## src/rtl/alu_pkg.sv

```systemverilog
// -----------------------------------------------------------------------------
// alu_pkg
//   Shared definitions for the ALU sharing logic:
//     XLEN_DEFAULT : default operand/result width of alu_64bit
//     alu_op_e     : alu_ctrl opcode encoding understood by alu_64bit
//     arb_state_e  : control states of alu_share_arbiter
// -----------------------------------------------------------------------------
package alu_pkg;

  localparam int XLEN_DEFAULT = 64;

  typedef enum logic [3:0] {
    ADD = 4'b0000,
    SUB = 4'b0001,
    AND = 4'b0010,
    OR  = 4'b0011,
    SLL = 4'b0101,
    SRA = 4'b0111
  } alu_op_e;

  typedef enum logic [1:0] {
    IDLE = 2'd0,
    EXEC = 2'd1,
    RESP = 2'd2
  } arb_state_e;

endpackage

```

## src/rtl/rr_arbiter.sv

```systemverilog
// -----------------------------------------------------------------------------
// rr_arbiter
//   Combinational round-robin pick: the first asserted request found when
//   searching upward from last_grant+1, wrapping at N.
// Ports
//   req        in  [N]      request vector
//   last_grant in  [IDX_W]  index granted most recently
//   grant      out [N]      one-hot grant (all zero when no request)
//   grant_idx  out [IDX_W]  index of the granted request (0 when none)
//   grant_any  out 1        at least one request present
// -----------------------------------------------------------------------------
module rr_arbiter #(
  parameter int N     = 2,
  parameter int IDX_W = 1
) (
  input  logic [N-1:0]     req,
  input  logic [IDX_W-1:0] last_grant,
  output logic [N-1:0]     grant,
  output logic [IDX_W-1:0] grant_idx,
  output logic             grant_any
);

  always_comb begin
    logic [IDX_W-1:0] cand;
    cand      = '0;
    grant     = '0;
    grant_idx = '0;
    grant_any = 1'b0;
    // Offsets 1..N visit every requester once, last_grant itself last.
    for (int i = 1; i <= N; i++) begin
      cand = IDX_W'((int'(last_grant) + i) % N);
      if (!grant_any && req[cand]) begin
        grant_any   = 1'b1;
        grant[cand] = 1'b1;
        grant_idx   = cand;
      end
    end
  end

endmodule

```

## src/rtl/alu_share_arbiter.sv

```systemverilog
// -----------------------------------------------------------------------------
// alu_share_arbiter
//   Shares one external combinational alu_64bit between NUM_REQ requesters.
//   Round-robin grant, one op in flight: IDLE (accept) -> EXEC (ALU evaluates
//   registered operands) -> RESP (hold result until the granted requester
//   takes it). Accept in cycle N, response valid in cycle N+2.
// Ports
//   clk, rst                 clock, synchronous active-high reset
//   req_valid/req_ready      per-requester request handshake (ready one-hot)
//   req_a/req_b/req_ctrl     per-requester operands and alu_ctrl code
//   rsp_valid/rsp_ready      per-requester response handshake (valid one-hot)
//   rsp_result/rsp_zero      shared registered result and zero flag
//   alu_a/alu_b/alu_ctrl     to alu_64bit, straight from operand registers
//   alu_result/alu_zero      from alu_64bit
//   grant_cnt                accepted-op count per requester, present only
//                            when ALU_ARB_STATS_EN is defined
// -----------------------------------------------------------------------------
module alu_share_arbiter
  import alu_pkg::*;
#(
  parameter int NUM_REQ = 2,
  parameter int XLEN    = XLEN_DEFAULT,
  parameter int CNT_W   = 16
) (
  input  logic                          clk,
  input  logic                          rst,
  input  logic [NUM_REQ-1:0]            req_valid,
  output logic [NUM_REQ-1:0]            req_ready,
  input  logic [NUM_REQ-1:0][XLEN-1:0]  req_a,
  input  logic [NUM_REQ-1:0][XLEN-1:0]  req_b,
  input  logic [NUM_REQ-1:0][3:0]       req_ctrl,
  output logic [NUM_REQ-1:0]            rsp_valid,
  input  logic [NUM_REQ-1:0]            rsp_ready,
  output logic [XLEN-1:0]               rsp_result,
  output logic                          rsp_zero,
  output logic [XLEN-1:0]               alu_a,
  output logic [XLEN-1:0]               alu_b,
  output logic [3:0]                    alu_ctrl,
  input  logic [XLEN-1:0]               alu_result,
  input  logic                          alu_zero
`ifdef ALU_ARB_STATS_EN
  ,
  output logic [NUM_REQ-1:0][CNT_W-1:0] grant_cnt
`endif
);

  localparam int IDX_W = (NUM_REQ > 1) ? $clog2(NUM_REQ) : 1;

  arb_state_e       state_q, state_d;
  logic [IDX_W-1:0] last_grant_q;
  logic [IDX_W-1:0] gsel_p0;
  logic [XLEN-1:0]  op_a_p0, op_b_p0;
  logic [3:0]       op_ctrl_p0;
  logic [XLEN-1:0]  res_p1;
  logic             zero_p1;

  logic [NUM_REQ-1:0] gnt_oh;
  logic [IDX_W-1:0]   gnt_idx;
  logic               gnt_any;
  logic               accept;
  logic               rsp_hs;

  rr_arbiter #(
    .N     (NUM_REQ),
    .IDX_W (IDX_W)
  ) u_rr_arbiter (
    .req        (req_valid),
    .last_grant (last_grant_q),
    .grant      (gnt_oh),
    .grant_idx  (gnt_idx),
    .grant_any  (gnt_any)
  );

  assign accept = (state_q == IDLE) && gnt_any;
  assign rsp_hs = (state_q == RESP) && rsp_ready[gsel_p0];

  always_comb begin
    state_d   = state_q;
    req_ready = '0;
    rsp_valid = '0;
    unique case (state_q)
      IDLE: begin
        if (gnt_any) begin
          req_ready = gnt_oh;
          state_d   = EXEC;
        end
      end
      EXEC: state_d = RESP;
      RESP: begin
        rsp_valid[gsel_p0] = 1'b1;
        if (rsp_ready[gsel_p0]) state_d = IDLE;
      end
      default: state_d = IDLE;
    endcase
  end

  // Stage p0: operand capture on accept
  always_ff @(posedge clk) begin
    if (rst) begin
      state_q      <= IDLE;
      last_grant_q <= IDX_W'(NUM_REQ - 1);
      gsel_p0      <= '0;
      op_a_p0      <= '0;
      op_b_p0      <= '0;
      op_ctrl_p0   <= '0;
    end else begin
      state_q <= state_d;
      if (accept) begin
        gsel_p0    <= gnt_idx;
        op_a_p0    <= req_a[gnt_idx];
        op_b_p0    <= req_b[gnt_idx];
        op_ctrl_p0 <= req_ctrl[gnt_idx];
      end
      if (rsp_hs) last_grant_q <= gsel_p0;
    end
  end

  // Stage p1: ALU result capture at end of EXEC
  always_ff @(posedge clk) begin
    if (rst) begin
      res_p1  <= '0;
      zero_p1 <= 1'b0;
    end else if (state_q == EXEC) begin
      res_p1  <= alu_result;
      zero_p1 <= alu_zero;
    end
  end

  assign alu_a      = op_a_p0;
  assign alu_b      = op_b_p0;
  assign alu_ctrl   = op_ctrl_p0;
  assign rsp_result = res_p1;
  assign rsp_zero   = zero_p1;

`ifdef ALU_ARB_STATS_EN
  always_ff @(posedge clk) begin
    if (rst) begin
      grant_cnt <= '0;
    end else begin
      for (int i = 0; i < NUM_REQ; i++) begin
        if (req_valid[i] && req_ready[i]) grant_cnt[i] <= grant_cnt[i] + 1'b1;
      end
    end
  end
`endif

endmodule

```

## config.mk

```make
export PLATFORM = sky130hd
export DESIGN_NAME = alu_share_arbiter
export DESIGN_NICKNAME = d
export VERILOG_FILES = /design/src/rtl/alu_pkg.sv /design/src/rtl/rr_arbiter.sv /design/src/rtl/alu_share_arbiter.sv
export SDC_FILE = /design/constraint.sdc
export NUM_CORES = 1
export LEC_CHECK = 0
export BUFFER_PORTS_ARGS = -buffer_cell sky130_fd_sc_hd__buf_2
export CAP_MARGIN = 20
export CORE_AREA = 5 5 208 210
export CTS_CLUSTER_DIAMETER = 80
export DETAILED_ROUTE_END_ITERATION = 10
export DIE_AREA = 0 0 213 215
export PLACE_DENSITY_LB_ADDON = 0.12
export SLEW_MARGIN = 20
export SYNTH_ARGS = -nofsm -noshare
export SYNTH_HDL_FRONTEND = slang
export SYNTH_HIERARCHICAL = 1
export SYNTH_SLANG_ARGS = --single-unit
```

## constraint.sdc

```tcl
create_clock -name clk -period 1.7 [get_ports clk]
set_input_delay 0.085 -clock clk [delete_from_list [all_inputs] [get_ports clk]]
set_output_delay 0.085 -clock clk [all_outputs]
set_load 0.03 [all_outputs]
```

-- Yosys cells after proc, flatten, opt, wreduce, memory -nomap -nowiden
Index checks and enable logic that the tools add are counted.
- word-level logic and storage cells: 61
- input bits: 335
- output and inout port bits: 201
- register bits after elaboration: 201
- equal/unequal tests: 4
- add/subtract/negate cells: 2
- reductions and logical operators: 9
- bitwise gates (word level): 1
- order comparisons: 7
- multiplexer cells: 30
- operators with widths (kind ; count):
    $mux 64 ; 4
    $mux 2 ; 7
    $mux 1 ; 13
    $lt 1x2->1 const B ; 4
    $mux 4 ; 2
    $logic_and 1x1->1 ; 6
    $pmux 2 s3 ; 1
    $demux 1 s1 ; 3
    $ge 1x1->1 const B ; 3
    $add 1x1->1 const B ; 2
    $eq 2x1->1 const B ; 1
    $eq 2x2->1 const B ; 1
    $logic_not 2->1 ; 1
    $ne 2x1->1 const B ; 1
    $ne 2x2->1 const B ; 1
    $or 2x2->2 ; 1
    $reduce_and 2->1 ; 1
    $logic_not 1->1 ; 1

-- Logic depth before layout (Yosys ltp)
- word-level depth: 10
- gate-level depth with buffers: 7
- mapped depth without buffers: 4

-- Modules after synthesis
Netlist, hierarchy kept.
- modules (own cells, without submodules) (module ; instances ; seq. area each (um^2) ; area an instance (um^2) ; cells each):
    alu_share_arbiter ; 1 ; 4023.9 ; 8325.5 ; 745
    rr_arbiter ; 1 ; 0.0 ; 32.5 ; 5

-- Least setup slack after synthesis
Ideal clock, no wire load.
- path kind: reg2reg
- start point: reg last_grant_q
- end point: reg op_a_p0[10] (netlist: alu_a[10])
- arrival: 1.418 ns
- path buffers: 3
- setup slack: 0.163 ns
- period minus slack after synthesis: 1.537 ns
- required time: 1.581 ns
- stages on the path, launching flop included: 7
- setup time: 0.119 ns
- cells stage by stage: dfxtp_1 -> a21boi_0 -> buf_2 -> buf_2 -> buf_2 -> mux2i_1 -> o2bb2ai_4
- cells in the longest elaborated chain, start to end: 9
- elaborated cells on any way between the ends: 15
- classes of those cells: 2 x add/sub; 10 x mux; 3 x reduce/logical
- RTL lines (item ; line ; text):
    start: declaration ; alu_share_arbiter.sv:50 ; logic [IDX_W-1:0] last_grant_q;
    start signal: assignment ; alu_share_arbiter.sv:101 ; last_grant_q <= IDX_W'(NUM_REQ - 1);
    start signal: assignment ; alu_share_arbiter.sv:114 ; if (rsp_hs) last_grant_q <= gsel_p0;
    $add 1x1->1 ; rr_arbiter.sv:31 ; cand = IDX_W'((int'(last_grant) + i) % N);
    $mux 1 (not written as such) (2 in series) ; rr_arbiter.sv:32 ; if (!grant_any && req[cand]) begin
    $mux 1 ; rr_arbiter.sv:32 ;
    $logic_not 1->1 ; rr_arbiter.sv:32 ;
    $logic_and 1x1->1 ; rr_arbiter.sv:32 ;
    $mux 1 (*) ; rr_arbiter.sv:32 ;
    named net gnt_idx ; alu_share_arbiter.sv:58 ; logic [IDX_W-1:0] gnt_idx;
    $mux 64 (not written as such) (*) (2 in series) ; alu_share_arbiter.sv:110 ; op_a_p0 <= req_a[gnt_idx];
    end signal: assignment ; alu_share_arbiter.sv:110 ;
    end: declaration ; alu_share_arbiter.sv:52 ; logic [XLEN-1:0] op_a_p0, op_b_p0;
Mark *: on every way through the listed nets, which the timed path passes. The rest lies on a longest branch. The select of a mux whose other input is x is not followed.
A chain may end at the register's enable or synchronous reset.

-- Worst setup path in the final report
- start point: reg last_grant_q
- end point: out req_ready[0]
- cells in the longest elaborated chain, start to end: 10
- elaborated cells on any way between the ends: 25
- classes of those cells: 2 x add/sub; 4 x order compare; 14 x mux; 1 x bitwise; 4 x reduce/logical
- RTL lines (item ; line ; text):
    $add 1x1->1 ; rr_arbiter.sv:31 ;
    $lt 1x2->1 (not written as such) or $ge 1x1->1 (tied branches) ; rr_arbiter.sv:34 ; grant[cand] = 1'b1;
    $logic_and 1x1->1 (not written as such) ; rr_arbiter.sv:34 ;
    $mux 1 (not written as such) ; rr_arbiter.sv:34 ;
    $demux 1 s1 ; -- ;
    $mux 2 ; rr_arbiter.sv:32 ;
    $or 2x2->2 (no source line) ; -- ;
    $mux 2 (*) ; rr_arbiter.sv:32 ;
    named net gnt_oh[0] ; alu_share_arbiter.sv:57 ; logic [NUM_REQ-1:0] gnt_oh;
    $mux 2 (*) ; alu_share_arbiter.sv:83 ; if (gnt_any) begin
    $mux 2 (*) ; alu_share_arbiter.sv:81 ; unique case (state_q)
    end: declaration ; alu_share_arbiter.sv:28 ; output logic [NUM_REQ-1:0] req_ready,
Marked as above.

==> flow_metrics.py <==
metrics = {
    "outcome": {
        "status": "complete, no violations",
    },
    "cts": {
        "cts.sinks": 201,
        "cts_made_buffers": 26,
        "clk_latency_ps": 550,
        "cts_tree": "yes",
        "cts.clk_slew.worst_paths_ps": 60,
        "htree_levels": 1,
        "clock-root-buffer": "clkbuf_16",
        "clk_path_buf_depth": 3,
    },
    "synth": {
        "postSynthAreaPerCell_um2": 11.1,
        "synth_area_um2": 8360,
        "yosys.cell_types.count": 25,
        "synth-seq-area-share_pct": 48.1,
        "synth_nets": 1085,
        "synthCells": 750,
        "ys_ff_latch": 201,
        "ys_warn_count": 6,
    },
    "layout": {
        "drive_gt1_share_pct": 42.5,
        "antenna_cells": 0,
        "layout_common_cells": "buf_2 (533), dlygate4sd3_1 (333), dfxtp_1 (200), mux2i_1 (134), nand2_1 (130)",
        "area_growth_pct": 92.3,
        "n_fill_cell": 4065,
        "finalNonFillerCells": 2178,
        "layout.area.seq_um2": 4030,
        "nets": 1954,
        "mostFrequentLayoutCell": "buf_2",
        "multi_input_area_um2": 3990,
    },
    "floorplanning": {
        "initial_core_util_pct": 20.2,
        "die_y_um": 215,
        "die_w_um": 213,
        "core_um2": 41400,
        "rows": 75,
        "dieArea_um2": 45800,
        "pin_count": 536,
    },
    "critical_path": {
        "slowest_delay_ps": 370,
        "crit_arrival_ps": 1540,
        "r2r_end": "alu_a[11]$_SDFFE_PP0P_",
        "crit_slowest_cell": "dfxtp_1",
        "cp.required_ps": 1620,
        "worstSetupStartpointType": "flip-flop",
        "rr_startpoint": "state_q[0]$_SDFFE_PP0P_",
        "worst-path-buf-inv": 3,
        "r2r_setup_slack_ps": 130,
        "crit_top_cell": "buf_4",
        "cp_max_fo": 3,
        "endpoint_kind": "output pin",
        "critPathKind": "reg2out",
        "cpLargestDelayFamily": "flip-flops",
        "path_cells": "buf_4, inv_1, a21boi_1, and2_1, buf_4",
        "reg2reg_depth": 5,
    },
    "power_and_ir_drop": {
        "p_total_uw": 14900,
        "p_leak_uw": 0.00728,
        "vdd_drop_max_mv": 0.695,
        "p_clk_share_pct": 37.7,
        "power_density_nw_per_um2": 928,
        "pwr-share-comb_pct": 26.0,
        "power_switching_share_pct": 31.2,
        "power_switching_uw": 4660,
        "p_seq_share_pct": 36.3,
        "p_int_uw": 10300,
    },
    "sta": {
        "fmax_ghz": 0.615,
        "finalSetupTns_ps": 0,
        "hold_viol": 0,
        "finClkSkew_ps": 26.5,
        "tightestPinTransition_ps": 727,
        "hold_ws_ps": 127,
        "period_needed_ps": 1630,
        "rsz0062_at_grt": "no",
        "final.period_utilization_pct": 95.6,
        "setup_viol": 0,
        "slew_viol_final": 0,
        "relSlewSlack_pct": 51.5,
    },
    "drt": {
        "routedWlPerCell_um": 16.9,
        "drt.antenna.violating_nets": 0,
        "drtPass1Iterations": 4,
        "drc_errors": 0,
        "drtIter0Drc": 315,
        "wirelength_mm": 36.8,
        "via_per_inst": 4.16,
        "num_vias": 9067,
    },
    "grt": {
        "gr-usage-met3_pct": 4.62,
        "top_usage_layer": "met2",
        "grt_pass1_vias": 9819,
        "grt_pass1_wl_mm": 55.6,
        "grtUsageMet1_pct": 16.8,
        "use_met2_pct": 26.1,
        "grt_usage_pct": 15.1,
        "grt_max_degree": 66,
        "grt_overflow": 0,
        "antenna_found_initial": 2,
    },
    "placed_design": {
        "place_congestion": 0.775,
        "place_inst": 1796,
        "place_hpwl_mm": 25.5,
        "io_buffer_count": 535,
    },
    "hold_path": {
        "min_path_cells": 5,
        "holdPathEnd": "gsel_p0$_SDFFE_PP0P_",
        "hold_path_class": "in2reg",
        "hp-start": "req_valid[0]",
    },
    "run": {
        "drv_cap": 0,
    },
}
==> through the flow <==
step / setup slack (ps) / utilization (%) / area, µm²
floorplan: 163 / - / 8360
global placement: 165 / 28.6 / 11800
detailed placement: 129 / 28.6 / 11800
CTS: 8.01 / 38.8 / 16100
global route: 1.24 / 38.8 / 16100
finish: 74.9 / 38.8 / 16100
==> worst max path at each step <==
stage	from	end	slack, ps	depth (start not counted)
4_1_cts	last_grant_q$_SDFFE_PP1P_	req_ready[1]	8	4
3_3_place_gp	last_grant_q$_SDFFE_PP1P_	alu_a[35]$_SDFFE_PP0P_	160	5
5_1_grt	last_grant_q$_SDFFE_PP1P_	req_ready[0]	1	5
3_5_place_dp	state_q[1]$_SDFFE_PP0P_	alu_a[21]$_SDFFE_PP0P_	130	4
2_1_floorplan	last_grant_q$_SDFFE_PP1P_	alu_a[10]$_SDFFE_PP0P_	160	6
6_report	last_grant_q$_SDFFE_PP1P_	req_ready[0]	70	5
==> sequential cells by signal, indices dropped and copies added (netlist names) <==
signal and flops:
gsel_p0 1, state_q 2, alu_ctrl 4, rsp_zero 1, alu_a 64, alu_b 64, last_grant_q 1, rsp_result 64
==> cells by family after synthesis <==
logic type             Yosys count  share of synthesized area (%)
buffers and inverters           68                           4.67
AO/OA/AOI/OAI                  203                           24.1
flip-flops                     201                           48.1
multiplexers                   134                           16.0
AND/OR/NAND/NOR                144                           7.01
==> metal layers <==
layer,part of all wire (%),routed length [µm],vias up
met2,47,17400,376
met4,5.5,2040,4
met5,0.092,34,-
met3,8.2,3020,104
met1,39,14300,4117
li1,-,-,4466
==> final cells by class <==
type / count / area share (%)
well taps: 539 / 4.20
repair buffers: 907 / 40.3
inverters: 2 / 0.0467
multi-input cells: 481 / 24.8
clock inverters: 9 / 0.607
clock buffers: 39 / 4.97
flip-flops and latches: 201 / 25.0
==> tightest hold or removal path, cell delays in order <==
cell and delay, ps:
buf_2 130, a21boi_4 80, buf_12 150, mux2i_1 130, nor2_1 50
==> power groups by stage <==
stage          combinational (µW)  clock (µW)  sequential, µW
2_1_floorplan                1130           0            6340
3_3_place_gp                 3300           0            5510
3_5_place_dp                 3310           0            5510
4_1_cts                      3920        5890            5420
5_1_grt                      4140        6050            5480
6_report                     3880        5630            5420
==> repair_timing <==
item | in CTS | in global routing
pin swaps | 1 | 0
gates resized for setup | 4 | 1
hold endpoints to repair | 200 | 0
buffers inserted | 1 | 0
setup endpoints to repair | 4 | 1
hold buffers | 333 | 0
==> synthesized netlist by cell type <==
library cell	n	area share (%)
a21boi_1	1	0.090
nor3b_4	1	0.22
o2bb2ai_4	5	1.6
clkbuf_1	20	0.90
nor2_2	1	0.075
nor2_1	2	0.090
dfxtp_1	201	48
or2_1	1	0.075
o2bb2ai_2	64	11
a31oi_1	1	0.075
nor2b_1	3	0.22
inv_1	2	0.090
and2_1	3	0.22
buf_8	7	1.3
o21bai_1	1	0.090
a21oi_1	66	4.0
buf_1	4	0.18
o2bb2ai_1	63	6.6
buf_2	33	2.0
a21boi_0	2	0.18
buf_6	2	0.27
nand2_1	130	5.8
mux2i_1	134	16
nand2b_1	2	0.15
and3b_1	1	0.10
Note: power is estimated with default switching activity, not from simulation.
